==> config.mk <==
export PLATFORM = sky130hd
export DESIGN_NAME = nasti_dma_mover_flat
export DESIGN_NICKNAME = d
export VERILOG_FILES = /design/src/rtl/nasti_dma_pkg.sv /design/src/rtl/nasti_dma_mover_if.sv /design/src/rtl/nasti_dma_burst_calc.sv /design/src/rtl/nasti_dma_mover.sv /design/src/flat_wrapper.sv
export SDC_FILE = /design/constraint.sdc
export NUM_CORES = 1
export LEC_CHECK = 0
export CORE_AREA = 2 2 336 338
export CTS_CLUSTER_SIZE = 30
export DETAILED_ROUTE_END_ITERATION = 12
export DIE_AREA = 0 0 338 340
export PLACE_DENSITY_LB_ADDON = 0.05
export SLEW_MARGIN = 20
export SYNTH_ARGS = -nofsm -noshare
export SYNTH_HDL_FRONTEND = slang
export SYNTH_SLANG_ARGS = --single-unit
export TNS_END_PERCENT = 5
==> constraint.sdc <==
create_clock -name aclk -period 7.7 [get_ports aclk]
set_input_delay 1.925 -clock aclk [delete_from_list [all_inputs] [get_ports aclk]]
set_output_delay 1.925 -clock aclk [all_outputs]
set_load 0.02 [all_outputs]
==> src/rtl/nasti_dma_pkg.sv <==
// -----------------------------------------------------------------------------
// nasti_dma_pkg
// Shared definitions for the NASTI copy engine: controller state encoding,
// the 4 KiB page size that no burst may cross, and the NASTI burst/response
// encodings, plus a small helper that classifies a response as an error.
// -----------------------------------------------------------------------------
package nasti_dma_pkg;

    typedef enum logic [2:0] {
        IDLE = 3'd0,
        CALC = 3'd1,
        ADDR = 3'd2,
        DATA = 3'd3,
        RESP = 3'd4
    } state_e;

    localparam int unsigned PAGE_BYTES = 4096;

    localparam logic [1:0] BURST_INCR  = 2'b01;
    localparam logic [1:0] RESP_OKAY   = 2'b00;
    localparam logic [1:0] RESP_SLVERR = 2'b10;
    localparam logic [1:0] RESP_DECERR = 2'b11;

    // SLVERR and DECERR are the only responses with bit 1 set.
    function automatic logic resp_is_err(input logic [1:0] resp);
        return (resp == RESP_SLVERR) || (resp == RESP_DECERR);
    endfunction

endpackage

==> src/rtl/nasti_dma_mover_if.sv <==
// -----------------------------------------------------------------------------
// nasti_channel
// One full NASTI port (AR, AW, W, B, R). The master modport is the side that
// issues addresses and write data; the slave modport is the memory side.
// -----------------------------------------------------------------------------
interface nasti_channel #(
    parameter int ADDR_WIDTH = 64,
    parameter int DATA_WIDTH = 64,
    parameter int ID_WIDTH   = 4
);
    import nasti_dma_pkg::*;

    logic [ID_WIDTH-1:0]     ar_id;
    logic [ADDR_WIDTH-1:0]   ar_addr;
    logic [7:0]              ar_len;
    logic [2:0]              ar_size;
    logic [1:0]              ar_burst;
    logic                    ar_lock;
    logic [3:0]              ar_cache;
    logic [2:0]              ar_prot;
    logic                    ar_valid;
    logic                    ar_ready;

    logic [ID_WIDTH-1:0]     aw_id;
    logic [ADDR_WIDTH-1:0]   aw_addr;
    logic [7:0]              aw_len;
    logic [2:0]              aw_size;
    logic [1:0]              aw_burst;
    logic                    aw_lock;
    logic [3:0]              aw_cache;
    logic [2:0]              aw_prot;
    logic                    aw_valid;
    logic                    aw_ready;

    logic [DATA_WIDTH-1:0]   w_data;
    logic [DATA_WIDTH/8-1:0] w_strb;
    logic                    w_last;
    logic                    w_valid;
    logic                    w_ready;

    logic [ID_WIDTH-1:0]     b_id;
    logic [1:0]              b_resp;
    logic                    b_valid;
    logic                    b_ready;

    logic [ID_WIDTH-1:0]     r_id;
    logic [DATA_WIDTH-1:0]   r_data;
    logic [1:0]              r_resp;
    logic                    r_last;
    logic                    r_valid;
    logic                    r_ready;

    modport master (
        output ar_id, ar_addr, ar_len, ar_size, ar_burst, ar_lock, ar_cache, ar_prot, ar_valid,
        input  ar_ready,
        output aw_id, aw_addr, aw_len, aw_size, aw_burst, aw_lock, aw_cache, aw_prot, aw_valid,
        input  aw_ready,
        output w_data, w_strb, w_last, w_valid,
        input  w_ready,
        input  b_id, b_resp, b_valid,
        output b_ready,
        input  r_id, r_data, r_resp, r_last, r_valid,
        output r_ready
    );

    modport slave (
        input  ar_id, ar_addr, ar_len, ar_size, ar_burst, ar_lock, ar_cache, ar_prot, ar_valid,
        output ar_ready,
        input  aw_id, aw_addr, aw_len, aw_size, aw_burst, aw_lock, aw_cache, aw_prot, aw_valid,
        output aw_ready,
        input  w_data, w_strb, w_last, w_valid,
        output w_ready,
        output b_id, b_resp, b_valid,
        input  b_ready,
        output r_id, r_data, r_resp, r_last, r_valid,
        input  r_ready
    );

endinterface

==> src/rtl/nasti_dma_burst_calc.sv <==
// -----------------------------------------------------------------------------
// nasti_dma_burst_calc
// Combinational burst sizer: beats = min(remaining, MAX_BURST, beats left in
// the source 4 KiB page, beats left in the destination 4 KiB page).
// Ports:
//   src_addr, dest_addr : current beat-aligned byte addresses
//   remaining           : beats still to copy
//   beats               : beats for the next burst (1..MAX_BURST when remaining != 0)
// -----------------------------------------------------------------------------
module nasti_dma_burst_calc
    import nasti_dma_pkg::*;
#(
    parameter int ADDR_WIDTH = 64,
    parameter int DATA_WIDTH = 64,
    parameter int MAX_BURST  = 256
) (
    input  logic [ADDR_WIDTH-1:0] src_addr,
    input  logic [ADDR_WIDTH-1:0] dest_addr,
    input  logic [ADDR_WIDTH-1:0] remaining,
    output logic [8:0]            beats
);

    localparam int          SHIFT = $clog2(DATA_WIDTH / 8);
    localparam logic [12:0] PAGE  = 13'(PAGE_BYTES);
    localparam logic [12:0] CAP   = 13'(MAX_BURST);

    // Page offset 0 yields a full page (4096 >> SHIFT), hence the 13-bit math.
    function automatic logic [12:0] page_left(input logic [11:0] offset);
        return (PAGE - {1'b0, offset}) >> SHIFT;
    endfunction

    function automatic logic [12:0] min13(input logic [12:0] a, input logic [12:0] b);
        return (a < b) ? a : b;
    endfunction

    logic [12:0] limit_s;
    logic        unused_s;

    // Page and burst-length caps, then the remaining-beats cap in full width.
    always_comb begin
        limit_s = min13(CAP, min13(page_left(src_addr[11:0]), page_left(dest_addr[11:0])));
        if (remaining < ADDR_WIDTH'(limit_s)) begin
            beats = remaining[8:0];
        end else begin
            beats = limit_s[8:0];
        end
    end

    assign unused_s = ^{src_addr[ADDR_WIDTH-1:12], dest_addr[ADDR_WIDTH-1:12]};

endmodule

==> src/rtl/nasti_dma_mover.sv <==
// -----------------------------------------------------------------------------
// nasti_dma_mover
// Copies `length` bytes from the src NASTI slave to the dest NASTI slave as a
// sequence of single outstanding bursts. R beats flow straight into W.
// Ports:
//   aclk, areset        : clock, asynchronous active-high reset
//   src  (master)       : read side, AR/R only
//   dest (master)       : write side, AW/W/B only
//   src_addr, dest_addr : start byte addresses (beat aligned)
//   length              : byte count (multiple of the beat size)
//   start               : one-cycle request, honoured only when idle
//   busy, done, error   : status; error is sticky until the next start
// -----------------------------------------------------------------------------
module nasti_dma_mover
    import nasti_dma_pkg::*;
#(
    parameter int ADDR_WIDTH = 64,
    parameter int DATA_WIDTH = 64,
    parameter int MAX_BURST  = 256,
    parameter int ID         = 0,
    parameter int ID_WIDTH   = 4
) (
    input  logic                  aclk,
    input  logic                  areset,
    nasti_channel.master          src,
    nasti_channel.master          dest,
    input  logic [ADDR_WIDTH-1:0] src_addr,
    input  logic [ADDR_WIDTH-1:0] dest_addr,
    input  logic [ADDR_WIDTH-1:0] length,
    input  logic                  start,
    output logic                  busy,
    output logic                  done,
    output logic                  error
);

    localparam int                  BEAT       = DATA_WIDTH / 8;
    localparam int                  SHIFT      = $clog2(BEAT);
    localparam logic [ADDR_WIDTH-1:0] ZERO       = {ADDR_WIDTH{1'b0}};
    localparam logic [ADDR_WIDTH-1:0] ALIGN_MASK = ~ADDR_WIDTH'(BEAT - 1);

    state_e                state_q, state_d;
    logic [ADDR_WIDTH-1:0] src_q, src_d, dst_q, dst_d, rem_q, rem_d;
    logic [8:0]            beats_q, beats_d;
    logic                  ar_valid_q, ar_valid_d, aw_valid_q, aw_valid_d, b_ready_q, b_ready_d;
    logic                  last_seen_q, last_seen_d, b_seen_q, b_seen_d;
    logic                  busy_q, busy_d, done_q, done_d, error_q, error_d;

    logic [8:0]            calc_beats_s;
    logic                  r_fire_s, last_fire_s, b_take_s;
    logic [ADDR_WIDTH-1:0] step_bytes_s, rem_next_s;
    logic                  unused_s;

    nasti_dma_burst_calc #(
        .ADDR_WIDTH (ADDR_WIDTH),
        .DATA_WIDTH (DATA_WIDTH),
        .MAX_BURST  (MAX_BURST)
    ) u_burst_calc (
        .src_addr   (src_q),
        .dest_addr  (dst_q),
        .remaining  (rem_q),
        .beats      (calc_beats_s)
    );

    // Only the first B of a burst is taken; b_ready stays high until RESP ends.
    assign r_fire_s     = src.r_valid & dest.w_ready;
    assign last_fire_s  = r_fire_s & src.r_last;
    assign b_take_s     = dest.b_valid & b_ready_q & ~b_seen_q;
    assign step_bytes_s = ADDR_WIDTH'(beats_q) << SHIFT;
    assign rem_next_s   = rem_q - ADDR_WIDTH'(beats_q);

    // Read side: AR from the latches, R consumed exactly when W is accepted.
    assign src.ar_id    = ID_WIDTH'(ID);
    assign src.ar_addr  = src_q;
    assign src.ar_len   = 8'(beats_q - 9'd1);
    assign src.ar_size  = 3'(SHIFT);
    assign src.ar_burst = BURST_INCR;
    assign src.ar_lock  = 1'b0;
    assign src.ar_cache = 4'd0;
    assign src.ar_prot  = 3'd0;
    assign src.ar_valid = ar_valid_q;
    assign src.r_ready  = dest.w_ready;
    assign src.aw_id    = {ID_WIDTH{1'b0}};
    assign src.aw_addr  = ZERO;
    assign src.aw_len   = 8'd0;
    assign src.aw_size  = 3'd0;
    assign src.aw_burst = 2'd0;
    assign src.aw_lock  = 1'b0;
    assign src.aw_cache = 4'd0;
    assign src.aw_prot  = 3'd0;
    assign src.aw_valid = 1'b0;
    assign src.w_data   = {DATA_WIDTH{1'b0}};
    assign src.w_strb   = {BEAT{1'b0}};
    assign src.w_last   = 1'b0;
    assign src.w_valid  = 1'b0;
    assign src.b_ready  = 1'b0;

    // Write side: AW mirrors AR, W is the R stream passed through.
    assign dest.aw_id    = ID_WIDTH'(ID);
    assign dest.aw_addr  = dst_q;
    assign dest.aw_len   = 8'(beats_q - 9'd1);
    assign dest.aw_size  = 3'(SHIFT);
    assign dest.aw_burst = BURST_INCR;
    assign dest.aw_lock  = 1'b0;
    assign dest.aw_cache = 4'd0;
    assign dest.aw_prot  = 3'd0;
    assign dest.aw_valid = aw_valid_q;
    assign dest.w_data   = src.r_data;
    assign dest.w_strb   = {BEAT{1'b1}};
    assign dest.w_last   = src.r_last;
    assign dest.w_valid  = src.r_valid;
    assign dest.b_ready  = b_ready_q;
    assign dest.ar_id    = {ID_WIDTH{1'b0}};
    assign dest.ar_addr  = ZERO;
    assign dest.ar_len   = 8'd0;
    assign dest.ar_size  = 3'd0;
    assign dest.ar_burst = 2'd0;
    assign dest.ar_lock  = 1'b0;
    assign dest.ar_cache = 4'd0;
    assign dest.ar_prot  = 3'd0;
    assign dest.ar_valid = 1'b0;
    assign dest.r_ready  = 1'b0;

    assign busy  = busy_q;
    assign done  = done_q;
    assign error = error_q;

    assign unused_s = ^{src.aw_ready, src.w_ready, src.b_id, src.b_resp, src.b_valid, src.r_id,
                        dest.ar_ready, dest.r_id, dest.r_data, dest.r_resp, dest.r_last,
                        dest.r_valid, dest.b_id};

    // Controller next-state and output decode.
    always_comb begin
        state_d     = state_q;
        src_d       = src_q;
        dst_d       = dst_q;
        rem_d       = rem_q;
        beats_d     = beats_q;
        ar_valid_d  = ar_valid_q;
        aw_valid_d  = aw_valid_q;
        b_ready_d   = b_ready_q;
        // The last beat can already pass during ADDR when AR wins over AW.
        last_seen_d = last_seen_q | last_fire_s;
        b_seen_d    = b_seen_q | b_take_s;
        busy_d      = busy_q;
        done_d      = 1'b0;
        error_d     = error_q | (r_fire_s & resp_is_err(src.r_resp))
                              | (b_take_s & resp_is_err(dest.b_resp));
        case (state_q)
            IDLE: begin
                if (start) begin
                    error_d = 1'b0;
                    if (length == ZERO) begin
                        done_d = 1'b1;
                    end else begin
                        src_d   = src_addr & ALIGN_MASK;
                        dst_d   = dest_addr & ALIGN_MASK;
                        rem_d   = length >> SHIFT;
                        busy_d  = 1'b1;
                        state_d = CALC;
                    end
                end else begin
                    state_d = IDLE;
                end
            end
            CALC: begin
                beats_d     = calc_beats_s;
                ar_valid_d  = 1'b1;
                aw_valid_d  = 1'b1;
                last_seen_d = 1'b0;
                b_seen_d    = 1'b0;
                state_d     = ADDR;
            end
            ADDR: begin
                ar_valid_d = ar_valid_q & ~src.ar_ready;
                aw_valid_d = aw_valid_q & ~dest.aw_ready;
                if (!ar_valid_d && !aw_valid_d) begin
                    b_ready_d = 1'b1;
                    state_d   = DATA;
                end else begin
                    state_d = ADDR;
                end
            end
            DATA: begin
                if (last_seen_q || last_fire_s) begin
                    state_d = RESP;
                end else begin
                    state_d = DATA;
                end
            end
            RESP: begin
                if (b_seen_q || b_take_s) begin
                    b_ready_d = 1'b0;
                    src_d     = src_q + step_bytes_s;
                    dst_d     = dst_q + step_bytes_s;
                    rem_d     = rem_next_s;
                    if (rem_next_s == ZERO) begin
                        done_d  = 1'b1;
                        busy_d  = 1'b0;
                        state_d = IDLE;
                    end else begin
                        state_d = CALC;
                    end
                end else begin
                    state_d = RESP;
                end
            end
            default: begin
                ar_valid_d = 1'b0;
                aw_valid_d = 1'b0;
                b_ready_d  = 1'b0;
                busy_d     = 1'b0;
                state_d    = IDLE;
            end
        endcase
    end

    // Controller state register.
    always_ff @(posedge aclk or posedge areset) begin
        if (areset) begin
            state_q     <= IDLE;
            src_q       <= ZERO;
            dst_q       <= ZERO;
            rem_q       <= ZERO;
            beats_q     <= 9'd0;
            ar_valid_q  <= 1'b0;
            aw_valid_q  <= 1'b0;
            b_ready_q   <= 1'b0;
            last_seen_q <= 1'b0;
            b_seen_q    <= 1'b0;
            busy_q      <= 1'b0;
            done_q      <= 1'b0;
            error_q     <= 1'b0;
        end else begin
            state_q     <= state_d;
            src_q       <= src_d;
            dst_q       <= dst_d;
            rem_q       <= rem_d;
            beats_q     <= beats_d;
            ar_valid_q  <= ar_valid_d;
            aw_valid_q  <= aw_valid_d;
            b_ready_q   <= b_ready_d;
            last_seen_q <= last_seen_d;
            b_seen_q    <= b_seen_d;
            busy_q      <= busy_d;
            done_q      <= done_d;
            error_q     <= error_d;
        end
    end

endmodule

==> src/flat_wrapper.sv <==
// flat-port wrapper written by rule: the top's interface ports become plain ports
module nasti_dma_mover_flat import nasti_dma_pkg::*;
#(
    parameter int ADDR_WIDTH = 64,
    parameter int DATA_WIDTH = 64,
    parameter int MAX_BURST  = 256,
    parameter int ID         = 0,
    parameter int ID_WIDTH   = 4
)
  (aclk, areset, src_addr, dest_addr, length, start, busy, done, error, src_ar_id, src_ar_addr, src_ar_len, src_ar_size, src_ar_burst, src_ar_lock, src_ar_cache, src_ar_prot, src_ar_valid, src_ar_ready, src_aw_id, src_aw_addr, src_aw_len, src_aw_size, src_aw_burst, src_aw_lock, src_aw_cache, src_aw_prot, src_aw_valid, src_aw_ready, src_w_data, src_w_strb, src_w_last, src_w_valid, src_w_ready, src_b_id, src_b_resp, src_b_valid, src_b_ready, src_r_id, src_r_data, src_r_resp, src_r_last, src_r_valid, src_r_ready, dest_ar_id, dest_ar_addr, dest_ar_len, dest_ar_size, dest_ar_burst, dest_ar_lock, dest_ar_cache, dest_ar_prot, dest_ar_valid, dest_ar_ready, dest_aw_id, dest_aw_addr, dest_aw_len, dest_aw_size, dest_aw_burst, dest_aw_lock, dest_aw_cache, dest_aw_prot, dest_aw_valid, dest_aw_ready, dest_w_data, dest_w_strb, dest_w_last, dest_w_valid, dest_w_ready, dest_b_id, dest_b_resp, dest_b_valid, dest_b_ready, dest_r_id, dest_r_data, dest_r_resp, dest_r_last, dest_r_valid, dest_r_ready);
  nasti_channel #(.ADDR_WIDTH(ADDR_WIDTH), .DATA_WIDTH(DATA_WIDTH), .ID_WIDTH(ID_WIDTH)) src_i ();
  nasti_channel #(.ADDR_WIDTH(ADDR_WIDTH), .DATA_WIDTH(DATA_WIDTH), .ID_WIDTH(ID_WIDTH)) dest_i ();
  input  logic aclk;
  input  logic areset;
  input  logic [ADDR_WIDTH-1:0] src_addr;
  input  logic [ADDR_WIDTH-1:0] dest_addr;
  input  logic [ADDR_WIDTH-1:0] length;
  input  logic start;
  output logic busy;
  output logic done;
  output logic error;
  output wire logic [$bits(src_i.ar_id)-1:0] src_ar_id;
  output wire logic [$bits(src_i.ar_addr)-1:0] src_ar_addr;
  output wire logic [$bits(src_i.ar_len)-1:0] src_ar_len;
  output wire logic [$bits(src_i.ar_size)-1:0] src_ar_size;
  output wire logic [$bits(src_i.ar_burst)-1:0] src_ar_burst;
  output wire logic [$bits(src_i.ar_lock)-1:0] src_ar_lock;
  output wire logic [$bits(src_i.ar_cache)-1:0] src_ar_cache;
  output wire logic [$bits(src_i.ar_prot)-1:0] src_ar_prot;
  output wire logic [$bits(src_i.ar_valid)-1:0] src_ar_valid;
  input wire logic [$bits(src_i.ar_ready)-1:0] src_ar_ready;
  output wire logic [$bits(src_i.aw_id)-1:0] src_aw_id;
  output wire logic [$bits(src_i.aw_addr)-1:0] src_aw_addr;
  output wire logic [$bits(src_i.aw_len)-1:0] src_aw_len;
  output wire logic [$bits(src_i.aw_size)-1:0] src_aw_size;
  output wire logic [$bits(src_i.aw_burst)-1:0] src_aw_burst;
  output wire logic [$bits(src_i.aw_lock)-1:0] src_aw_lock;
  output wire logic [$bits(src_i.aw_cache)-1:0] src_aw_cache;
  output wire logic [$bits(src_i.aw_prot)-1:0] src_aw_prot;
  output wire logic [$bits(src_i.aw_valid)-1:0] src_aw_valid;
  input wire logic [$bits(src_i.aw_ready)-1:0] src_aw_ready;
  output wire logic [$bits(src_i.w_data)-1:0] src_w_data;
  output wire logic [$bits(src_i.w_strb)-1:0] src_w_strb;
  output wire logic [$bits(src_i.w_last)-1:0] src_w_last;
  output wire logic [$bits(src_i.w_valid)-1:0] src_w_valid;
  input wire logic [$bits(src_i.w_ready)-1:0] src_w_ready;
  input wire logic [$bits(src_i.b_id)-1:0] src_b_id;
  input wire logic [$bits(src_i.b_resp)-1:0] src_b_resp;
  input wire logic [$bits(src_i.b_valid)-1:0] src_b_valid;
  output wire logic [$bits(src_i.b_ready)-1:0] src_b_ready;
  input wire logic [$bits(src_i.r_id)-1:0] src_r_id;
  input wire logic [$bits(src_i.r_data)-1:0] src_r_data;
  input wire logic [$bits(src_i.r_resp)-1:0] src_r_resp;
  input wire logic [$bits(src_i.r_last)-1:0] src_r_last;
  input wire logic [$bits(src_i.r_valid)-1:0] src_r_valid;
  output wire logic [$bits(src_i.r_ready)-1:0] src_r_ready;
  output wire logic [$bits(dest_i.ar_id)-1:0] dest_ar_id;
  output wire logic [$bits(dest_i.ar_addr)-1:0] dest_ar_addr;
  output wire logic [$bits(dest_i.ar_len)-1:0] dest_ar_len;
  output wire logic [$bits(dest_i.ar_size)-1:0] dest_ar_size;
  output wire logic [$bits(dest_i.ar_burst)-1:0] dest_ar_burst;
  output wire logic [$bits(dest_i.ar_lock)-1:0] dest_ar_lock;
  output wire logic [$bits(dest_i.ar_cache)-1:0] dest_ar_cache;
  output wire logic [$bits(dest_i.ar_prot)-1:0] dest_ar_prot;
  output wire logic [$bits(dest_i.ar_valid)-1:0] dest_ar_valid;
  input wire logic [$bits(dest_i.ar_ready)-1:0] dest_ar_ready;
  output wire logic [$bits(dest_i.aw_id)-1:0] dest_aw_id;
  output wire logic [$bits(dest_i.aw_addr)-1:0] dest_aw_addr;
  output wire logic [$bits(dest_i.aw_len)-1:0] dest_aw_len;
  output wire logic [$bits(dest_i.aw_size)-1:0] dest_aw_size;
  output wire logic [$bits(dest_i.aw_burst)-1:0] dest_aw_burst;
  output wire logic [$bits(dest_i.aw_lock)-1:0] dest_aw_lock;
  output wire logic [$bits(dest_i.aw_cache)-1:0] dest_aw_cache;
  output wire logic [$bits(dest_i.aw_prot)-1:0] dest_aw_prot;
  output wire logic [$bits(dest_i.aw_valid)-1:0] dest_aw_valid;
  input wire logic [$bits(dest_i.aw_ready)-1:0] dest_aw_ready;
  output wire logic [$bits(dest_i.w_data)-1:0] dest_w_data;
  output wire logic [$bits(dest_i.w_strb)-1:0] dest_w_strb;
  output wire logic [$bits(dest_i.w_last)-1:0] dest_w_last;
  output wire logic [$bits(dest_i.w_valid)-1:0] dest_w_valid;
  input wire logic [$bits(dest_i.w_ready)-1:0] dest_w_ready;
  input wire logic [$bits(dest_i.b_id)-1:0] dest_b_id;
  input wire logic [$bits(dest_i.b_resp)-1:0] dest_b_resp;
  input wire logic [$bits(dest_i.b_valid)-1:0] dest_b_valid;
  output wire logic [$bits(dest_i.b_ready)-1:0] dest_b_ready;
  input wire logic [$bits(dest_i.r_id)-1:0] dest_r_id;
  input wire logic [$bits(dest_i.r_data)-1:0] dest_r_data;
  input wire logic [$bits(dest_i.r_resp)-1:0] dest_r_resp;
  input wire logic [$bits(dest_i.r_last)-1:0] dest_r_last;
  input wire logic [$bits(dest_i.r_valid)-1:0] dest_r_valid;
  output wire logic [$bits(dest_i.r_ready)-1:0] dest_r_ready;
  assign src_ar_id = src_i.ar_id;
  assign src_ar_addr = src_i.ar_addr;
  assign src_ar_len = src_i.ar_len;
  assign src_ar_size = src_i.ar_size;
  assign src_ar_burst = src_i.ar_burst;
  assign src_ar_lock = src_i.ar_lock;
  assign src_ar_cache = src_i.ar_cache;
  assign src_ar_prot = src_i.ar_prot;
  assign src_ar_valid = src_i.ar_valid;
  assign src_i.ar_ready = src_ar_ready;
  assign src_aw_id = src_i.aw_id;
  assign src_aw_addr = src_i.aw_addr;
  assign src_aw_len = src_i.aw_len;
  assign src_aw_size = src_i.aw_size;
  assign src_aw_burst = src_i.aw_burst;
  assign src_aw_lock = src_i.aw_lock;
  assign src_aw_cache = src_i.aw_cache;
  assign src_aw_prot = src_i.aw_prot;
  assign src_aw_valid = src_i.aw_valid;
  assign src_i.aw_ready = src_aw_ready;
  assign src_w_data = src_i.w_data;
  assign src_w_strb = src_i.w_strb;
  assign src_w_last = src_i.w_last;
  assign src_w_valid = src_i.w_valid;
  assign src_i.w_ready = src_w_ready;
  assign src_i.b_id = src_b_id;
  assign src_i.b_resp = src_b_resp;
  assign src_i.b_valid = src_b_valid;
  assign src_b_ready = src_i.b_ready;
  assign src_i.r_id = src_r_id;
  assign src_i.r_data = src_r_data;
  assign src_i.r_resp = src_r_resp;
  assign src_i.r_last = src_r_last;
  assign src_i.r_valid = src_r_valid;
  assign src_r_ready = src_i.r_ready;
  assign dest_ar_id = dest_i.ar_id;
  assign dest_ar_addr = dest_i.ar_addr;
  assign dest_ar_len = dest_i.ar_len;
  assign dest_ar_size = dest_i.ar_size;
  assign dest_ar_burst = dest_i.ar_burst;
  assign dest_ar_lock = dest_i.ar_lock;
  assign dest_ar_cache = dest_i.ar_cache;
  assign dest_ar_prot = dest_i.ar_prot;
  assign dest_ar_valid = dest_i.ar_valid;
  assign dest_i.ar_ready = dest_ar_ready;
  assign dest_aw_id = dest_i.aw_id;
  assign dest_aw_addr = dest_i.aw_addr;
  assign dest_aw_len = dest_i.aw_len;
  assign dest_aw_size = dest_i.aw_size;
  assign dest_aw_burst = dest_i.aw_burst;
  assign dest_aw_lock = dest_i.aw_lock;
  assign dest_aw_cache = dest_i.aw_cache;
  assign dest_aw_prot = dest_i.aw_prot;
  assign dest_aw_valid = dest_i.aw_valid;
  assign dest_i.aw_ready = dest_aw_ready;
  assign dest_w_data = dest_i.w_data;
  assign dest_w_strb = dest_i.w_strb;
  assign dest_w_last = dest_i.w_last;
  assign dest_w_valid = dest_i.w_valid;
  assign dest_i.w_ready = dest_w_ready;
  assign dest_i.b_id = dest_b_id;
  assign dest_i.b_resp = dest_b_resp;
  assign dest_i.b_valid = dest_b_valid;
  assign dest_b_ready = dest_i.b_ready;
  assign dest_i.r_id = dest_r_id;
  assign dest_i.r_data = dest_r_data;
  assign dest_i.r_resp = dest_r_resp;
  assign dest_i.r_last = dest_r_last;
  assign dest_i.r_valid = dest_r_valid;
  assign dest_r_ready = dest_i.r_ready;
  nasti_dma_mover #(.ADDR_WIDTH(ADDR_WIDTH), .DATA_WIDTH(DATA_WIDTH), .MAX_BURST(MAX_BURST), .ID(ID), .ID_WIDTH(ID_WIDTH)) u_core (.aclk(aclk), .areset(areset), .src(src_i), .dest(dest_i), .src_addr(src_addr), .dest_addr(dest_addr), .length(length), .start(start), .busy(busy), .done(done), .error(error));
endmodule
==> results of run 1 <==
worst min-delay path: cells and delay by family, from the launching register on:
family	cells	cell delay, ns
and+or+nand+nor	1	0.06
AOI/OAI and AO/OA	1	0.07
DFF	1	0.38
sequential cells by signal (all words and copies together), names as in the netlist:
name	flops
u_core.b_seen_q	1
u_core.beats_q	9
u_core.busy	1
u_core.dest.aw_addr	61
u_core.dest.aw_valid	1
u_core.dest.b_ready	1
u_core.done	1
u_core.error	1
u_core.last_seen_q	1
u_core.rem_q	64
u_core.src.ar_addr	61
u_core.src.ar_valid	1
u_core.state_q	3
placed cells by master, fill, tap and decap left out, types with 13 or more instances in the layout:
| cell | n |
|---|---|
| nor3_1 | 57 |
| ha_1 | 50 |
| nand2b_1 | 19 |
| or3_1 | 15 |
| a32oi_1 | 37 |
| and2_1 | 13 |
| a211oi_1 | 21 |
| and3_1 | 45 |
| xor2_1 | 25 |
| clkdlybuf4s50_1 | 343 |
| and4_1 | 18 |
| nor2_1 | 171 |
| o21ai_0 | 127 |
| a21o_1 | 24 |
| o22ai_1 | 16 |
| nand4_1 | 53 |
| conb_1 | 305 |
| nor2b_1 | 15 |
| dfrtp_1 | 206 |
| nand2_1 | 296 |
| clkbuf_16 | 37 |
| buf_4 | 29 |
| nand3_1 | 69 |
| nor4_1 | 42 |
| inv_1 | 48 |
| a21oi_1 | 163 |
| xnor2_1 | 34 |
| a22oi_1 | 13 |
| mux2i_1 | 50 |
| a31oi_1 | 51 |
layout make-up:
class | count | area (um^2) | area share (%)
repair buffers | 377 | 3751 | 16.29
clock buffers | 53 | 1036 | 4.499
clock inverters | 9 | 77.57 | 0.3369
inverters | 49 | 191.4 | 0.8314
well taps | 1500 | 1877 | 8.151
diodes | 2 | 5.005 | 0.02174
multi-input cells | 1914 | 10930 | 47.48
flip-flops and latches | 206 | 5155 | 22.39
kinds of logic after synthesis:
| family | count (synthesis) |
|---|---|
| AOI/OAI and AO/OA | 563 |
| xor gates and xnor gates | 59 |
| adders and majority gates | 53 |
| buffers and inverters | 547 |
| DFF | 206 |
| muxes | 58 |
| other | 2 |
| and+or+nand+nor | 876 |
routing by layer:
| metal | share of wire [%] | track usage [%] | vias to the layer above | wire length (um) |
|---|---|---|---|---|
| li1 | - | - | 8279 | - |
| met1 | 42 | 19.19 | 8518 | 38400 |
| met2 | 47 | 24.79 | 611 | 42420 |
| met3 | 7.8 | 4.649 | 106 | 7073 |
| met4 | 2.8 | 4.704 | 10 | 2524 |
| met5 | 0.19 | 0.6675 | - | 170 |
final timing paths:
path                                              startpoint                                  end  slack (ns)
max in group asynchronous                             areset        u_core.beats_q[5]$_DFFE_PP0N_        4.59
setup / recovery           u_core.src.ar_addr[3]$_DFFE_PP0P_        u_core.beats_q[1]$_DFFE_PP0N_        1.48
min in group asynchronous                             areset  u_core.dest.aw_addr[33]$_DFFE_PP0P_        1.79
hold reg to reg              u_core.src.ar_valid$_DFFE_PP0N_      u_core.src.ar_valid$_DFFE_PP0N_        0.54
hold / removal               u_core.src.ar_valid$_DFFE_PP0N_      u_core.src.ar_valid$_DFFE_PP0N_        0.54
setup reg to reg           u_core.src.ar_addr[3]$_DFFE_PP0P_        u_core.beats_q[1]$_DFFE_PP0N_        1.48
Yosys cell counts (all sizes together), types with 13 or more instances:
master | instances | share of area [%]
buf | 395 | 16
nand2 | 300 | 6.1
dfrtp | 206 | 28
nor2 | 175 | 3.6
a21oi | 163 | 4.4
o21ai | 131 | 3.6
clkbuf | 103 | 2.3
nand3 | 69 | 1.9
nor3 | 58 | 1.6
nand4 | 54 | 1.9
a31oi | 51 | 1.7
ha | 50 | 3.4
mux2i | 50 | 2.7
inv | 49 | 1.0
nor4 | 46 | 1.6
and3 | 45 | 1.5
a32oi | 37 | 1.8
xnor2 | 34 | 1.6
a21o | 25 | 1.0
xor2 | 25 | 1.2
a211oi | 23 | 0.97
nand2b | 20 | 0.68
and4 | 19 | 0.91
nor2b | 16 | 0.54
o22ai | 16 | 0.54
or3 | 16 | 0.57
or4 | 16 | 0.69
and2 | 14 | 0.48
a22oi | 13 | 0.53
through the flow:
stage / std cells / power (mW)
after global placement: 4046 / 8.211
final: 4110 / 9.723
after CTS: 4108 / 9.958
after global routing: 4108 / 10.59
after floorplan: 2667 / 5.856
after detailed placement: 4046 / 8.222
power by group:
part	internal [mW]	switching [mW]	total (mW)	leakage (nW)
clock network	0.962	0.670	1.63	0.552
logic	2.24	3.31	5.55	6.20
registers	1.61	0.934	2.54	2.45
total	4.81	4.92	9.72	9.21
==> flow_metrics.tcl, run 1 <==
set metrics [dict create \
    fin_hold_ws_ns 0.5403 \
    drt_iter0_markers 1065 \
    drive_above_1_share_pct 5.675 \
    grt_max_degree 99 \
    slew_viol_final 0 \
    drtAntennaViolNets 0 \
    critical-path-top-delay-family "simple AND/OR/NAND/NOR gates" \
    firstDrtPassIters 5 \
    place_congestion 0.7915 \
    crit_slowest_cell "mux2i_1" \
    utilization_pct 20.64 \
    cts_hold_buf 0 \
    postSynthAreaPerCell_um2 7.777 \
    htree_levels 2 \
    hold_violations 0 \
    fin_area_mm2 0.02303 \
    pre_cts_ws_ns 1.335 \
    synth_compound_area_share_pct 19.67 \
    clock_skew_ns 0.01893 \
    synth_xor_area_share_pct 2.811 \
    rsz0062_at_grt "false" \
    ctsResizeCount 0 \
    hold_depth 2 \
    critPathBufInv 3 \
    row_count 123 \
    synth_top_family_by_area "simple AND/OR/NAND/NOR gates" \
    p_leak_nw 9.206 \
    tritoncts "yes" \
    setup_violations 0 \
    drc 0 \
    synthAdderAreaFrac_pct 3.729 \
    synth-edff-count 0 \
    fin_crit_ns 6.222 \
    ys_types 85 \
    synthMuxAreaShare_pct 3.212 \
    dieArea_mm2 0.1149 \
    synthCells 2364 \
    post-route-period-util_pct 80.81 \
    tightest_slew_ns 1.161 \
    n_fill_cell 12541 \
    die_w_um 338 \
    grt_pass1_wl_um 128100 \
    clk_pin_slew_ns 0.06 \
    cts_made_buffers 36 \
    ys_async_sr_fraction_pct 100.0 \
    pin_count 874 \
    viasPerCell 4.264 \
    cp.depth 24 \
    drt-total-wl_um 90590 \
    ys_ff_latch 206 \
    cp_cell_sequence "or4_1 > nor2_1 > nand2_1 > xor2_1 > ha_1 > a21o_1 > a21o_1 > a221o_1 > a31o_2 > mux2i_1 > nor2_1 > nor2_1 > inv_1 > ha_1 > a21o_1 > a21o_1 > a21oi_1 > nor2_1 > nor4_1 > buf_4 > nor2b_1 > buf_4 > mux2_2 > a21oi_1" \
    antenna_found_initial 6 \
    synthFlopType "dfrtp_1" \
    cts_root_buffer "clkbuf_16" \
    hpwl_um 66790 \
    cts_buffer_depth 3 \
    grtUsageTotal_pct 15.26 \
    clock_sinks 206 \
    clkLatencyLatePin_ns 0.59 \
    syn_to_final_growth_pct 25.24 \
    yosys.area_share.simple_pct 23.31 \
    status "complete, no violations" \
    core_mm2 0.1116 \
    slew_headroom_pct 20.57 \
    ys.warnings.count 0 \
    post_cts.repair.setup_buffers 0 \
    placed_cell_area_mm2 0.02191 \
    critPathMaxStageDelay_ns 0.55 \
    setup_slack_ns 1.478 \
    final_nets 2996 \
    crit_type "flip-flop to flip-flop" \
    grt_remaining_overflow 0 \
    hold_class "flip-flop to flip-flop" \
    fmax_ghz 0.1607 \
    start_util_pct 16.48 \
    wl_per_cell_um 22.04 \
    r2r_cells 24 \
    start_kind "flip-flop" \
    syn_area_mm2 0.01839 \
    cp-end-kind "flip-flop" \
    ir_drop_v 0.0001345 \
    grt_pass1_vias 17228 \
    crit_fanout 10 \
    arrival_ns 6.73 \
    maxCapViolations 0 \
    tns_ns 0 \
    power.density_mw_per_mm2 422.3 \
    numPortBuffers 343 \
    die-height_um 340 \
    vias 17524 \
    synth_seq_area_share_pct 28.04 \
    critical_path_required_ns 8.21 \
]
(Power assumes the default switching activity.)
==> inputs of run 2 (changes only) <==
Settings changed: CORE_AREA 2 2 336 338 to 2 2 335 337, DIE_AREA 0 0 338 340 to 0 0 337 339.
Clock period 7.7 ns to 5.9 ns, I/O delays scaled along.
==> run 2 against run 1 <==
Sequential power rose by 28%; global-route usage rose by 0.13 points; non-clock buffer count rose by 31; critical path depth fell by 1; cell count rose by 0.46%; count of clock-buffer cells in the layout rose by 1; die area fell by 0.59%; largest power group unchanged.
==> flow_metrics.tcl, run 2 (synthesis gave the netlist of run 1 again) <==
set metrics [dict create \
    status "complete, no violations" \
    regMostFlops "u_core.rem_q" \
    clock_sinks 206 \
    start_kind "flip-flop" \
    layout_commonest_cell "clkdlybuf4s50_1" \
    power.density_mw_per_mm2 553.9 \
    die-height_um 339 \
    cp-end-kind "flip-flop" \
    hold_class "flip-flop to flip-flop" \
    tritoncts "yes" \
    critical_path.most_common_cell "a21o_1" \
    n_antenna_cell 0 \
    largest_reg_flops 64 \
    pin_count 874 \
    hpwl_um 68580 \
    maxCapViolations 0 \
    cts_hold_buf 0 \
    core_mm2 0.1104 \
    critical_path_required_ns 6.37 \
    final_nets 3026 \
    rsz0062_at_grt "false" \
    placed_cell_area_mm2 0.02218 \
    arrival_ns 5.89 \
    start_util_pct 16.66 \
    slew_viol_final 0 \
    grt_remaining_overflow 0 \
    fin_crit_ns 5.420 \
    htree_levels 2 \
    cts_buffer_depth 3 \
    numPortBuffers 343 \
    clock_skew_ns 0.02340 \
    slew_headroom_pct 32.19 \
    grt_pass1_wl_um 130200 \
    critical-path-top-delay-family "simple AND/OR/NAND/NOR gates" \
    crit_type "flip-flop to flip-flop" \
    grt_max_degree 102 \
    cts_root_buffer "clkbuf_16" \
    die_w_um 337 \
    ir_drop_v 0.0002125 \
    tns_ns 0 \
    dieArea_mm2 0.1142 \
    tightest_slew_ns 0.9916 \
    clkLatencyLatePin_ns 0.56 \
    place_congestion 0.8090 \
    final_cell_mix "clkdlybuf4s50_1, conb_1, nand2_1" \
    p_leak_nw 9.416 \
    setup_violations 0 \
    post-route-period-util_pct 91.86 \
    fin_area_mm2 0.02340 \
    drc 0 \
    cp_cell_sequence "or4_1 > nor2_2 > nand2_1 > xor2_2 > ha_1 > a21o_1 > a21o_1 > a221o_1 > a31o_2 > mux2i_2 > nor2_2 > nor2_1 > inv_1 > ha_1 > a21o_1 > a21o_1 > a21oi_1 > nor2_1 > nor4_2 > nor2b_1 > buf_4 > mux2_2 > a21oi_1" \
    hold_violations 0 \
    firstDrtPassIters 5 \
    cts_made_buffers 35 \
    grtUsageTotal_pct 15.39 \
    crit_fanout 8 \
    viasPerCell 4.263 \
    syn_to_final_growth_pct 27.27 \
    grt_pass1_vias 17802 \
    antenna_found_initial 7 \
    drtAntennaViolNets 0 \
    drive_above_1_share_pct 7.308 \
    critPathMaxStageDelay_ns 0.55 \
    clk_pin_slew_ns 0.06 \
    vias 17603 \
    critPathBufInv 2 \
    drt_iter0_markers 896 \
    crit_slowest_cell "or4_1" \
    row_count 122 \
    drt-total-wl_um 91340 \
    wl_per_cell_um 22.12 \
    fmax_ghz 0.1845 \
]
-- run 2: worst register-to-register path: stages, from the launching register on --
cell and delay [ns]:
dfrtp_1 0.43, or4_1 0.55, nor2_2 0.19, nand2_1 0.12, xor2_2 0.17, ha_1 0.32
a21o_1 0.16, a21o_1 0.18, a221o_1 0.34, a31o_2 0.29, mux2i_2 0.26, nor2_2 0.09
nor2_1 0.17, inv_1 0.07, ha_1 0.29, a21o_1 0.18, a21o_1 0.17, a21oi_1 0.13
nor2_1 0.06, nor4_2 0.29, nor2b_1 0.21, buf_4 0.19, mux2_2 0.34, a21oi_1 0.14
-- run 2: routing by layer --
metal / vias up / wire [um] / track usage, %
met5: - / 194 / 0.6809
met4: 14 / 2355 / 3.999
met3: 117 / 6104 / 4.250
met2: 564 / 43560 / 25.97
met1: 8581 / 39130 / 19.07
li1: 8327 / - / -
-- run 2: final cells by class --
type                       instances  area, um^2
timing repair buffer             408        4046
tap                             1488        1862
fill                           12341       86960
clock inverter                    10       92.59
inverter                          49       187.7
multi-input combinational       1914       10970
clock buffer                      54        1089
sequential                       206        5155
-- run 2: per-stage QoR --
step	worst slack [ns]	power, mW	instances	utilization, %	hold slack, ns
5_1_grt	0.01484	14.03	4129	21.20	0.5772
3_5_place_dp	0.2096	10.90	4065	20.10	0.5255
4_1_cts	0.1612	13.23	4129	21.17	0.5398
2_1_floorplan	0.08227	7.643	2667	-	0.4709
3_3_place_gp	0.2329	10.88	4065	20.10	0.5230
6_report	0.4801	12.96	4129	21.20	0.5347
-- run 2: worst paths after layout --
check / slack [ns] / cells after the start / to / start
worst max-delay path: 0.48 / 23 / u_core.beats_q[1]$_DFFE_PP0N_ / u_core.src.ar_addr[4]$_DFFE_PP0P_
worst max register to register: 0.48 / 23 / u_core.beats_q[1]$_DFFE_PP0N_ / u_core.src.ar_addr[4]$_DFFE_PP0P_
worst min register to register: 0.53 / 2 / u_core.src.ar_valid$_DFFE_PP0N_ / u_core.src.ar_valid$_DFFE_PP0N_
worst min-delay path: 0.53 / 2 / u_core.src.ar_valid$_DFFE_PP0N_ / u_core.src.ar_valid$_DFFE_PP0N_
max in group asynchronous: 3.45 / 3 / u_core.src.ar_addr[10]$_DFFE_PP0P_ / areset
min in group asynchronous: 1.34 / 2 / u_core.dest.aw_addr[23]$_DFFE_PP0P_ / areset
-- run 2: what timing repair did --
action	in CTS	in global routing
setup endpoints to repair	0	9
resized for setup	0	7
buffers inserted	0	0
-- run 2: report_power, final --
part           internal (mW)  leakage (nW)  switching, mW
Sequential              2.10          2.45           1.16
Combinational           3.05          6.38           4.45
Clock                   1.32         0.586          0.886
Total                   6.47          9.42           6.49
==> RTL edit 1 (config.mk and constraints of run 2) <==
`ID_WIDTH` is set to 4 in 3 places; all go to 6.
--- a/src/rtl/nasti_dma_mover_if.sv
+++ b/src/rtl/nasti_dma_mover_if.sv
@@ -6,7 +6,7 @@
 interface nasti_channel #(
     parameter int ADDR_WIDTH = 64,
     parameter int DATA_WIDTH = 64,
-    parameter int ID_WIDTH   = 4
+    parameter int ID_WIDTH   = 6
 );
     import nasti_dma_pkg::*;
 
--- a/src/rtl/nasti_dma_mover.sv
+++ b/src/rtl/nasti_dma_mover.sv
@@ -18,7 +18,7 @@
     parameter int DATA_WIDTH = 64,
     parameter int MAX_BURST  = 256,
     parameter int ID         = 0,
-    parameter int ID_WIDTH   = 4
+    parameter int ID_WIDTH   = 6
 ) (
     input  logic                  aclk,
     input  logic                  areset,
--- a/src/flat_wrapper.sv
+++ b/src/flat_wrapper.sv
@@ -5,7 +5,7 @@
     parameter int DATA_WIDTH = 64,
     parameter int MAX_BURST  = 256,
     parameter int ID         = 0,
-    parameter int ID_WIDTH   = 4
+    parameter int ID_WIDTH   = 6
 )
   (aclk, areset, src_addr, dest_addr, length, start, busy, done, error, src_ar_id, src_ar_addr, src_ar_len, src_ar_size, src_ar_burst, src_ar_lock, src_ar_cache, src_ar_prot, src_ar_valid, src_ar_ready, src_aw_id, src_aw_addr, src_aw_len, src_aw_size, src_aw_burst, src_aw_lock, src_aw_cache, src_aw_prot, src_aw_valid, src_aw_ready, src_w_data, src_w_strb, src_w_last, src_w_valid, src_w_ready, src_b_id, src_b_resp, src_b_valid, src_b_ready, src_r_id, src_r_data, src_r_resp, src_r_last, src_r_valid, src_r_ready, dest_ar_id, dest_ar_addr, dest_ar_len, dest_ar_size, dest_ar_burst, dest_ar_lock, dest_ar_cache, dest_ar_prot, dest_ar_valid, dest_ar_ready, dest_aw_id, dest_aw_addr, dest_aw_len, dest_aw_size, dest_aw_burst, dest_aw_lock, dest_aw_cache, dest_aw_prot, dest_aw_valid, dest_aw_ready, dest_w_data, dest_w_strb, dest_w_last, dest_w_valid, dest_w_ready, dest_b_id, dest_b_resp, dest_b_valid, dest_b_ready, dest_r_id, dest_r_data, dest_r_resp, dest_r_last, dest_r_valid, dest_r_ready);
   nasti_channel #(.ADDR_WIDTH(ADDR_WIDTH), .DATA_WIDTH(DATA_WIDTH), .ID_WIDTH(ID_WIDTH)) src_i ();
Ports: changed (8 resized); port bits go from 874 to 890. The function was not compared with the original's and may differ.
==> RTL edit 1 against run 2 <==
- via count increased by 0.25%
- first-iteration DRC count increased by 14%
- non-clock buffer count increased by 2
- power decreased by 0.51%
- setup slack got worse by 110 ps
- die area unchanged
- synthesized area increased by 0.33%
- global-route usage about the same
- sequential cell count unchanged
- routed wire length about the same
- cell area about the same
- critical path type unchanged
==> RTL edit 1: results (changes against run 2) <==
Drt
  – Detailed-route via count: 17600 (about the same)
  – WL final: 91.3 mm (about the same)
  – DRT iter0 DRCs: 1019 (was 896)

Finish
  – # fillers: 12300 (about the same)
  – Share of layout cells above drive strength 1: 7.05% (was 7.31%)
  – Max FFs per register: 64 (unchanged)
  – Layout Area Growth over Synthesis: 26.8% (was 27.3%)

GRT
  – Largest net degree at the start of global routing: 120 (was 102)
  – Met2 layer usage reported by global route: 25.5% (was 26.0%)
  – Initial antenna violation count: 10 (was 7)
  – First-pass GRT wire length: 130 mm (about the same)
  – Vias in the first global route: 17500 (was 17800)
  – Met1 global-route usage: 19.2% (was 19.1%)
  – Met3 GRT Util: 4.40% (was 4.25%)
  – Tot GR Track Use: 15.4% (about the same)

Worst setup path
  – Worst EP arrival: 6020 ps (was 5890 ps)
  – CP Max Fanout: 7 (was 8)

Power
  – Switch Pwr: 6.46 mW (was 6.49 mW)
  – Static leakage: 9.44 nW (was 9.42 nW)

Worst hold path
  – Worst Hold Launch: u_core.rem_q[35] (was u_core.src.ar_valid)

Placed design
  – Post-DP Area: 22200 sq um (about the same)
  – Gp weighted congestion: 0.832 (was 0.809)

Clock tree
  – Clk_lat worst skew: 580 ps (was 560 ps)
  – Cts bufs inserted: 36 (was 35)

Logic synthesis
  – Largest cells by area after synthesis: dfrtp_1 (28%), buf_4 (16%), nand2_1 (6.1%), a21oi_1 (4.4%), nor2_1 (3.5%) (was dfrtp_1 (28%), buf_4 (15%), nand2_1 (6.1%), a21oi_1 (4.4%), nor2_1 (3.5%))
  – Sequential area share after synthesis: 27.9% (was 28.0%)
  – Top cells by count, synth: buf_4 (387), nand2_1 (300), dfrtp_1 (206), nor2_1 (173), a21oi_1 (163) (was buf_4 (379), nand2_1 (300), dfrtp_1 (206), nor2_1 (173), a21oi_1 (163))
  – Mux share of post-synthesis cell area: 3.20% (was 3.21%)
  – Synth Area in Compound Gates: 19.6% (was 19.7%)
  – Post-Synth Adder-Cell Area: 3.72% (was 3.73%)

STA
  – Slew @ Worst Pin: 952 ps (was 992 ps)
  – Worst clock skew: 22.8 ps (was 23.4 ps)

Status
  – Run status: complete, no violations (unchanged)
RTL edit 1: layout make-up:
cell class              count  share of cell area (%)
multi-input cells        1922                    46.9
clock buffers              54                    4.53
clock inverters            11                   0.375
inverters                  49                   0.803
flip-flops and latches    206                    22.0
repair buffers            410                    17.4
well taps                1488                    7.96
RTL edit 1: final timing paths:
| kind | end | slack (ps) | depth (start not counted) |
|---|---|---|---|
| max in group asynchronous | u_core.src.ar_addr[6] | 3590 | 3 |
| worst max-delay path | u_core.beats_q[1] | 370 | 23 |
| min in group asynchronous | u_core.dest.aw_addr[16] | 1280 | 2 |
| worst min register to register | u_core.rem_q[35] | 540 | 2 |
| worst min-delay path | u_core.rem_q[35] | 540 | 2 |
| worst max register to register | u_core.beats_q[1] | 370 | 23 |
RTL edit 1: metrics by stage:
step           std cells  setup WS, ps
2_1_floorplan       2683          82.3
3_3_place_gp        4075           289
3_5_place_dp        4075           285
4_1_cts             4140           255
5_1_grt             4140          7.72
6_report            4140           370
RTL edit 1: cells by family (layout without fill, tap and decap cells):
| group | after synthesis | count (layout) |
|---|---|---|
| flops | 206 | 206 |
| other cells | 2 | 313 |
| mux | 58 | 58 |
| compound gates | 563 | 563 |
| simple gates | 876 | 876 |
| buf+inv | 555 | 524 |
| fa+ha+maj | 53 | 53 |
| xor+xnor | 59 | 59 |
RTL edit 1: power by group through the flow:
| stage | logic (mW) | clock network (mW) | registers [mW] |
|---|---|---|---|
| floorplan | 4.31 | 0 | 3.34 |
| global placement | 7.60 | 0 | 3.27 |
| detailed placement | 7.61 | 0 | 3.27 |
| CTS | 7.64 | 2.26 | 3.26 |
| global route | 8.26 | 2.30 | 3.40 |
| finish | 7.49 | 2.16 | 3.25 |
RTL edit 1: per-layer routing:
layer,vias to the layer above,wire (um)
li1,8341,-
met1,8597,39300
met2,567,42900
met3,126,6290
met4,16,2580
met5,-,194
RTL edit 1: worst max-delay path, stage by stage (launching register included):
cell     delay, ps
dfrtp_1        430
or4_1          560
nor2_2         170
nand2_1         90
xor2_1         270
ha_1           300
a21o_1         170
a21o_1         170
a221o_1        330
a31o_2         280
mux2i_1        250
nor2_1         120
nor2_1         190
inv_1           60
ha_1           290
a21o_1         180
a21o_1         170
a21oi_1        140
nor2_1          60
nor4_1         360
nor2b_2        230
buf_4          160
mux2_2         340
a21oi_1        130
==> RTL edit 2 (config.mk and constraints of run 2) <==
Made on the original files. Make the reset (`areset`) synchronous in one clocked block. Comments in the files are not updated.
--- a/src/rtl/nasti_dma_mover.sv
+++ b/src/rtl/nasti_dma_mover.sv
@@ -215,7 +215,7 @@
     end
 
     // Controller state register.
-    always_ff @(posedge aclk or posedge areset) begin
+    always_ff @(posedge aclk) begin
         if (areset) begin
             state_q     <= IDLE;
             src_q       <= ZERO;
Check against the original RTL: not settled (the Yosys comparison gave no result); the edit may change what the design does.
==> RTL edit 2 against run 2 <==
- non-clock buffer count shrank 17
- die area is the same
- setup slack gained 180 ps
- routed wire length grew 2.5%
- clock skew grew 26 ps
- largest cell class unchanged
- cell area shrank 0.83%
- core utilization shrank 0.18 points
- sequential cell count is the same
- synthesized area grew 0.69%
Power is not compared: it rests on default switching activity, and its combinational part moved more than twofold at a synthesized area within 25%.
==> RTL edit 2: results (changes against run 2) <==
Placed design
  – Pre-CTS WS: 588 ps (was 210 ps)
  – Placed insts: 4170 (was 4065)
  – Post-DP Area: 22000 sq um (was 22200 sq um)
  – Hpwl dp: 70.4 mm (was 68.6 mm)
  – Gp weighted congestion: 0.780 (was 0.809)

Drt
  – Final ANT Viol Nets: 0 (unchanged)
  – WL final: 93.6 mm (was 91.3 mm)
  – Detailed-route via count: 18600 (was 17600)
  – DR pass1 iterations: 5 (unchanged)
  – DRT iter0 DRCs: 1115 (was 896)
  – Average wire per cell in the routed design: 22.1 um (about the same)

GRT
  – Vias in the first global route: 18100 (was 17800)
  – Met2 layer usage reported by global route: 25.9% (was 26.0%)
  – First-pass GRT wire length: 133 mm (was 130 mm)
  – Met3 GRT Util: 4.75% (was 4.25%)
  – Largest net degree at the start of global routing: 139 (was 102)
  – Tot GR Track Use: 15.7% (was 15.4%)
  – Met1 global-route usage: 20.0% (was 19.1%)
  – Initial antenna violation count: 13 (was 7)

Clock tree
  – CTS resizes: 0 (unchanged)
  – Clk_lat worst skew: 590 ps (was 560 ps)

Worst hold path
  – WHS Endpoint: u_core.busy (was u_core.src.ar_valid)
  – Worst Hold Launch: u_core.busy (was u_core.src.ar_valid)
  – Cells on Worst Hold Path: 2 (unchanged)

Logic synthesis
  – Asr flop ratio synth: 0% (was 100%)
  – Synthesized area per cell: 7.33 sq um (was 7.78 sq um)
  – Sequential area share after synthesis: 22.3% (was 28.0%)
  – Distinct cells, synth: 101 (was 85)
  – Top cells by count, synth: buf_4 (380), nand2_1 (230), nor2_1 (219), dfxtp_1 (206), a21oi_1 (152) (was buf_4 (379), nand2_1 (300), dfrtp_1 (206), nor2_1 (173), a21oi_1 (163))
  – Largest cells by area after synthesis: dfxtp_1 (22%), buf_4 (15%), nand2_1 (4.7%), nor2_1 (4.4%), a21oi_1 (4.1%) (was dfrtp_1 (28%), buf_4 (15%), nand2_1 (6.1%), a21oi_1 (4.4%), nor2_1 (3.5%))
  – Synth Flop Type: dfxtp_1 (was dfrtp_1)

Finish
  – # fillers: 12300 (about the same)
  – Share of layout cells above drive strength 1: 5.97% (was 7.31%)
  – Layout Area Growth over Synthesis: 25.3% (was 27.3%)
  – Nets@finish: 3131 (was 3026)

STA
  – Crit share post-route: 88.8% (was 91.9%)
  – Worst clock skew: 49.3 ps (was 23.4 ps)
  – Slew @ Worst Pin: 1010 ps (was 992 ps)
  – Min Hold Slack: 499 ps (was 535 ps)

Worst setup path
  – CP Max Fanout: 17 (was 8)
  – Worst Reg-to-Reg Cells: 22 (was 23)
  – Worst EP arrival: 5690 ps (was 5890 ps)
  – Setup crit end: u_core.beats_q[0] (was u_core.beats_q[1])
  – RR Startpoint: u_core.dest.aw_addr[7] (was u_core.src.ar_addr[4])

Status
  – Run status: complete, no violations (unchanged)
## RTL edit 2: changes by cell type after synthesis, moves of 18 or more
cell / before / now
a221oi_1: 3 / 29
nor3_1: 57 / 108
a31oi_1: 51 / 21
dfxtp_1: 0 / 206
a32oi_1: 37 / 3
nor2_1: 173 / 219
nand2_1: 300 / 230
dfrtp_1: 206 / 0
nor4_1: 45 / 63
a211oi_1: 22 / 51
clkbuf_1: 97 / 126
## RTL edit 2: worst max-delay path, stage by stage (launching register included)
cell,delay [ps]
dfxtp_1,400
nor4_1,470
nand2_1,190
or2_2,320
nor2_1,180
xor2_1,180
ha_1,260
o2111ai_1,100
nor2_1,60
a221o_1,380
a21o_1,230
nor2_2,290
a21oi_1,150
ha_1,310
a21o_1,180
a21oi_1,180
o22ai_1,110
nor2_1,120
o211ai_1,90
nor2_1,210
o21ai_2,230
nand2b_1,220
a32o_1,240
## RTL edit 2: routing by layer
layer	wire length (um)	up-vias	part of all wire (%)
met3	7100	117	7.6
met1	40900	8971	44
met2	43800	624	47
li1	-	8915	-
met5	138	-	0.15
met4	1750	22	1.9
## RTL edit 2: layout make-up
type | instances | area share, %
Antenna cell | 2 | 0.0216
Clock buffer | 53 | 4.41
Clock inverter | 10 | 0.820
Inverter | 55 | 0.890
Multi-Input combinational cell | 2030 | 51.3
Sequential cell | 206 | 17.8
Tap cell | 1488 | 8.02
Timing Repair Buffer | 391 | 16.8
## RTL edit 2: cell families (layout without fill, tap and decap cells)
logic type / count (synthesis) / after routing / share of synthesized area (%)
flops: 206 / 206 / 22.3
compound gates: 625 / 625 / 22.4
mux: 61 / 61 / 3.32
simple gates: 929 / 929 / 25.5
buf+inv: 591 / 509 / 20.0
other cells: 2 / 307 / 0.0406
xor+xnor: 57 / 57 / 2.74
fa+ha+maj: 53 / 53 / 3.70
